--- src/rtl/uart_tx_stream_switch.sv ---
// Frame-aware 2:1 switch for the board TXD pin: hands TXD between the MCU and the
// debug coprocessor UART streams only at frame boundaries, with a high guard gap.
module uart_tx_stream_switch #(
    parameter int BAUD_PERIOD    = 208,
    parameter int FRAME_BITS     = 10,
    parameter int IDLE_BITS      = 2,
    parameter int GUARD_BITS     = 1,
    parameter int TIMEOUT_FRAMES = 4
) (
    input  logic clk,
    input  logic sync_reset,
    input  logic tx_cpu,
    input  logic tx_ocd,
    input  logic sel_ocd1_cpu0,
    output logic TXD,
    output logic active_ocd1_cpu0,
    output logic switch_pending,
    output logic force_switch
);

    localparam int FRAME_CYC = FRAME_BITS * BAUD_PERIOD;
    localparam int IDLE_CYC  = IDLE_BITS * BAUD_PERIOD;
    localparam int GUARD_CYC = GUARD_BITS * BAUD_PERIOD;
    localparam int TO_CYC    = TIMEOUT_FRAMES * FRAME_CYC;

    localparam int FW = $clog2(FRAME_CYC) + 1;
    localparam int IW = $clog2(IDLE_CYC) + 1;
    localparam int GW = $clog2(GUARD_CYC) + 1;
    localparam int TW = $clog2(TO_CYC) + 1;

    typedef enum logic [1:0] {
        S_SERVE = 2'd0,
        S_DRAIN = 2'd1,
        S_GUARD = 2'd2
    } state_t;

    // Index 0 = CPU, index 1 = OCD, matching the encoding of sel_ocd1_cpu0.
    logic [1:0] w_tx;
    logic [1:0] w_in_frame;
    logic [1:0] w_src_idle;

    assign w_tx = {tx_ocd, tx_cpu};

    genvar gi;
    generate
        for (gi = 0; gi < 2; gi++) begin : g_trk
            logic          r_in_frame;
            logic [FW-1:0] r_frame_cnt;
            logic [IW-1:0] r_idle_cnt;

            always_ff @(posedge clk) begin
                if (sync_reset) begin
                    r_in_frame  <= 1'b0;
                    r_frame_cnt <= '0;
                    r_idle_cnt  <= '0;
                end else begin
                    if (!r_in_frame) begin
                        if (!w_tx[gi]) begin
                            r_in_frame  <= 1'b1;
                            r_frame_cnt <= FW'(FRAME_CYC - 1);
                        end
                    end else if (r_frame_cnt == '0) begin
                        r_in_frame <= 1'b0;
                    end else begin
                        r_frame_cnt <= r_frame_cnt - FW'(1);
                    end

                    if (r_in_frame || !w_tx[gi]) begin
                        r_idle_cnt <= '0;
                    end else if (r_idle_cnt != IW'(IDLE_CYC)) begin
                        r_idle_cnt <= r_idle_cnt + IW'(1);
                    end
                end
            end

            assign w_in_frame[gi] = r_in_frame;
            assign w_src_idle[gi] = (r_idle_cnt == IW'(IDLE_CYC));
        end
    endgenerate

    state_t        r_state;
    logic          r_active;
    logic          r_txd;
    logic          r_pending;
    logic          r_force;
    logic [TW-1:0] r_to_cnt;
    logic [GW-1:0] r_guard_cnt;

    logic w_sel_tx;
    logic w_act_idle;
    logic w_req_in_frame;

    assign w_sel_tx       = w_tx[r_active];
    assign w_act_idle     = w_src_idle[r_active];
    assign w_req_in_frame = w_in_frame[sel_ocd1_cpu0];

    // r_pending is updated on every state transition so it tracks DRAIN/GUARD exactly.
    always_ff @(posedge clk) begin
        if (sync_reset) begin
            r_state     <= S_SERVE;
            r_active    <= 1'b0;
            r_txd       <= 1'b1;
            r_pending   <= 1'b0;
            r_force     <= 1'b0;
            r_to_cnt    <= '0;
            r_guard_cnt <= '0;
        end else begin
            r_force <= 1'b0;
            r_txd   <= (r_state == S_GUARD) ? 1'b1 : w_sel_tx;

            case (r_state)
                S_SERVE: begin
                    if (sel_ocd1_cpu0 != r_active) begin
                        r_state   <= S_DRAIN;
                        r_pending <= 1'b1;
                        r_to_cnt  <= '0;
                    end
                end

                S_DRAIN: begin
                    r_to_cnt <= r_to_cnt + TW'(1);
                    if (sel_ocd1_cpu0 == r_active) begin
                        r_state   <= S_SERVE;
                        r_pending <= 1'b0;
                    end else if (w_act_idle) begin
                        r_state     <= S_GUARD;
                        r_guard_cnt <= GW'(GUARD_CYC - 1);
                    end else if (r_to_cnt == TW'(TO_CYC - 1)) begin
                        // Outgoing source never went idle: cut it off, even mid-frame.
                        r_force     <= 1'b1;
                        r_state     <= S_GUARD;
                        r_guard_cnt <= GW'(GUARD_CYC - 1);
                    end
                end

                S_GUARD: begin
                    if (r_guard_cnt != '0) begin
                        r_guard_cnt <= r_guard_cnt - GW'(1);
                    end else if (!w_req_in_frame) begin
                        r_active  <= sel_ocd1_cpu0;
                        r_state   <= S_SERVE;
                        r_pending <= 1'b0;
                    end
                end

                default: begin
                    r_state   <= S_SERVE;
                    r_pending <= 1'b0;
                end
            endcase
        end
    end

    assign TXD              = r_txd;
    assign active_ocd1_cpu0 = r_active;
    assign switch_pending   = r_pending;
    assign force_switch     = r_force;

endmodule
--- config.mk ---
export PLATFORM = sky130hd
export DESIGN_NAME = uart_tx_stream_switch
export DESIGN_NICKNAME = d
export VERILOG_FILES = /design/src/rtl/uart_tx_stream_switch.sv
export SDC_FILE = /design/constraint.sdc
export NUM_CORES = 1
export LEC_CHECK = 0
export BUFFER_PORTS_ARGS = -buffer_cell sky130_fd_sc_hd__clkbuf_2
export CAP_MARGIN = 20
export CORE_MARGIN = 8
export CORE_UTILIZATION = 41
export DETAILED_ROUTE_END_ITERATION = 10
export PLACE_DENSITY_LB_ADDON = 0.15
export SYNTH_ARGS = -nofsm -noshare
export SYNTH_HDL_FRONTEND = slang
export SYNTH_SLANG_ARGS = --single-unit
--- constraint.sdc ---
create_clock -name clk -period 2.2 [get_ports clk]
set_input_delay 0.44 -clock clk [delete_from_list [all_inputs] [get_ports clk]]
set_output_delay 0.44 -clock clk [all_outputs]
set_load 0.02 [all_outputs]
==> flow_summary_export.csv <==
group,metric,value,unit
outcome,status,"finished clean",
routing,drc_errors,0,
clock_network,clock-sinks,78,
timing,period_needed,2.10,ns
clock_network,htreeDepth,3,
routing,drt-initial-drc-count,140,
floorplan,dieArea,12700,um2
floorplan,die_y,113,um
floorplan,row_count,35,
routing,viasPerCell,5.35,
synthesis,async_flop_share,0,
timing,setup_tns,0,ns
critical_path,crit_fanout,4,
finish,fin_util,0.465,
routing,wire_per_inst,13.0,um
timing,finalCritPeriodShare,0.956,
place,gp_congestion,0.780,
synthesis,synth_top_area_frac,0.407,
hold_path,hp-start,"tx_ocd",
power,total_power,0.00297,W
finish,layout_commonest_cell,"dfxtp_1",
routing,postRouteAntennaNets,0,
timing,hold_viol,0,
timing,maxSlewHeadroom,0.575,
critical_path,critPathKind,"reg2reg",
routing,routed_wirelength,7470,um
critical_path,rr_startpoint,"r_to_cnt[9]$_SDFFE_PP0P_",
routing,vias,3067,
global_routing,grt_overflow_total,0,
synthesis,synth_edf_count,0,
finish,final_cell_mix,"77 x dfxtp_1, 70 x nor2_1, 34 x xor2_1, 28 x nand3_1, 21 x nand2_1",
synthesis,synth_nets,455,
run,drv_cap,0,
critical_path,reg2reg_depth,5,
global_routing,grt_max_degree,18,
synthesis,netlist_area,3830,um2
global_routing,grtUsageMet1,0.164,
synthesis,netlist_instances,440,
place,port_buffers,8,
hold_path,whs_path_depth,3,
clock_network,cts_root_buf,"clkbuf_8",
synthesis,yosysSeqAreaShare,0.407,
global_routing,met3_usage,0.0309,
critical_path,crit_arrival,2.35,ns
timing,skew,0.0143,ns
global_routing,grt-busiest-layer,"met2",
routing,first_pass_iters,4,
clock_network,insertion_delay,0.35,ns
synthesis,synth.avg_cell_area,8.72,um2
clock_network,post_cts_buffers,0,
finish,area_delta_synth_final,11.0,%
floorplan,core-area,9150,um2
finish,drive_gt1_frac,0.126,
critical_path,critPathLaunch,"r_to_cnt[9]$_SDFFE_PP0P_",
floorplan,start_util,0.419,
timing,clock.fmax,475,MHz
finish,layout.nets,472,
power,p_per_area,699,nW/um2
clock_network,cts_tree,"yes",
synthesis,synth.area.top_cells,"dfxtp_1 41%, xor2_1 7.8%, nor2_1 6.9%",
critical_path,end_kind,"flop",
synthesis,yosys_warnings,0,
critical_path,critPathLaunchType,"flop",
floorplan,io_pins,9,
clock_network,cts_buffers,9,
synthesis,ys_types,56,
timing,rsz0062_at_grt,"yes",
global_routing,grtUsageMet2,0.190,
power,irDropWorstVdd,0.322,mV
clock_network,clk_pin_slew,0.08,ns
hold_path,whs_endpoint,"TXD$_SDFF_PP1_",
synthesis,ys_ff_latch,78,
timing,tightest_slew,0.633,ns
critical_path,ff2ff_setup_slack,0.1,ns
place,placement.cell_area,4040,um2
hold_path,hold_class,"in2reg",
place,dp_hpwl,5350,um
critical_path,required,2.45,ns
synthesis,yosysTopAreaCell,"dfxtp_1",
clock_network,cts_buffer_depth,2,
global_routing,antenna_found_initial,0,
power,leakagePower,1.58,nW
global_routing,first_global_vias,2835,
floorplan,die_w,113,um
timing,finalMaxSlewViolations,0,
timing,final-setup-viol-count,0,
global_routing,grt_first_pass_wirelength,13000,um
finish,n_antenna_cell,0,
global_routing,track_usage,0.124,
synthesis,synth_ff_type,"dfxtp_1",
finish,fin_area,4260,um2
critical_path,r2r-end,"r_guard_cnt[6]$_SDFFE_PP0P_",
==> per-stage QoR <==
| step | hold WS, ns | std cells | setup slack (ns) |
|---|---|---|---|
| floorplan | 0.421 | 440 | 0.162 |
| global placement | 0.442 | 557 | 0.111 |
| detailed placement | 0.437 | 557 | 0.0575 |
| CTS | 0.348 | 573 | 0.0530 |
| global route | 0.343 | 573 | -0.0194 |
| finish | 0.346 | 573 | 0.0962 |
==> area by class of cell <==
type                    count  area (um2)
multi-input cells         330        2170
clock buffers              10         128
inverters                  19        71.3
clock inverters             6        62.6
well taps                 111         139
flip-flops and latches     78        1560
repair buffers             19         123
fillers                   887        4900
==> cells in the mapped netlist (all sizes together) (3+ instances only) <==
master   count
mux2i        3
nand2       22
a2111oi      3
o2111ai      6
nor2        71
or3          4
inv         19
o21ai        6
nor2b        6
xnor2       12
a31oi        4
a311oi       8
nand2b       7
xor2        34
clkbuf      12
or2          5
nor3        15
nand4        8
ha          10
nand3       29
and3        13
a21oi       19
or4          7
dfxtp       78
nor4         7
==> worst max-delay path by stage <==
| stage | endpoint | slack [ns] | cells past startpoint |
|---|---|---|---|
| 6_report | r_guard_cnt[6]$_SDFFE_PP0P_ | 0.1 | 5 |
| 3_5_place_dp | r_guard_cnt[4]$_SDFFE_PP0P_ | 0.06 | 7 |
| 5_1_grt | r_guard_cnt[6]$_SDFFE_PP0P_ | -0.02 | 5 |
| 4_1_cts | r_guard_cnt[4]$_SDFFE_PP0P_ | 0.05 | 7 |
| 3_3_place_gp | r_guard_cnt[4]$_SDFFE_PP0P_ | 0.11 | 7 |
| 2_1_floorplan | g_trk[0].r_frame_cnt[2]$_SDFFE_PP0P_ | 0.16 | 6 |
==> metal layers <==
metal  vias up  part of all wire
met2        24              0.45
met3         9             0.025
met4         0             0.013
li1       1594                 -
met1      1440              0.51
met5         -                 0
==> flip-flops by register name (all words and copies together), names as in the netlist <==
register / cells
r_to_cnt: 15
g_trk.r_frame_cnt: 26
r_guard_cnt: 9
r_state: 2
active_ocd1_cpu0: 1
switch_pending: 1
TXD: 1
force_switch: 1
g_trk.r_idle_cnt: 20
g_trk.r_in_frame: 2
==> worst max-delay path, cell delays in order (launching register included) <==
cell and delay [ns]:
dfxtp_1 0.34, or4_1 0.53, or4_4 0.56, nand4_4 0.13, nand2_2 0.10, a2111oi_4 0.33
==> power by group <==
| group | total, W | internal, W | switching, W |
|---|---|---|---|
| Combinational | 0.000389 | 0.000172 | 0.000218 |
| Sequential | 0.00154 | 0.00147 | 0.0000672 |
| Clock | 0.00105 | 0.000523 | 0.000525 |
==> cells by family (layout without fill, tap and decap cells) <==
kind of cell	count (synthesis)	count (layout)	share of synthesized area
AND/OR/NAND/NOR	207	207	0.285
adder cells (fa/ha/maj)	10	10	0.0326
AO/OA/AOI/OAI	62	62	0.124
XOR/XNOR	46	46	0.105
buffers and inverters	32	54	0.0333
multiplexers	5	5	0.0137
flip-flops	78	78	0.407
==> repair_timing <==
| action | CTS | global route |
|---|---|---|
| hold buffers | 0 | 0 |
| endpoints found under the hold margin | 0 | 0 |
| endpoints found under the setup margin | 0 | 4 |
| gates resized for setup | 0 | 6 |
No activity file was read; power rests on OpenSTA's default activity.
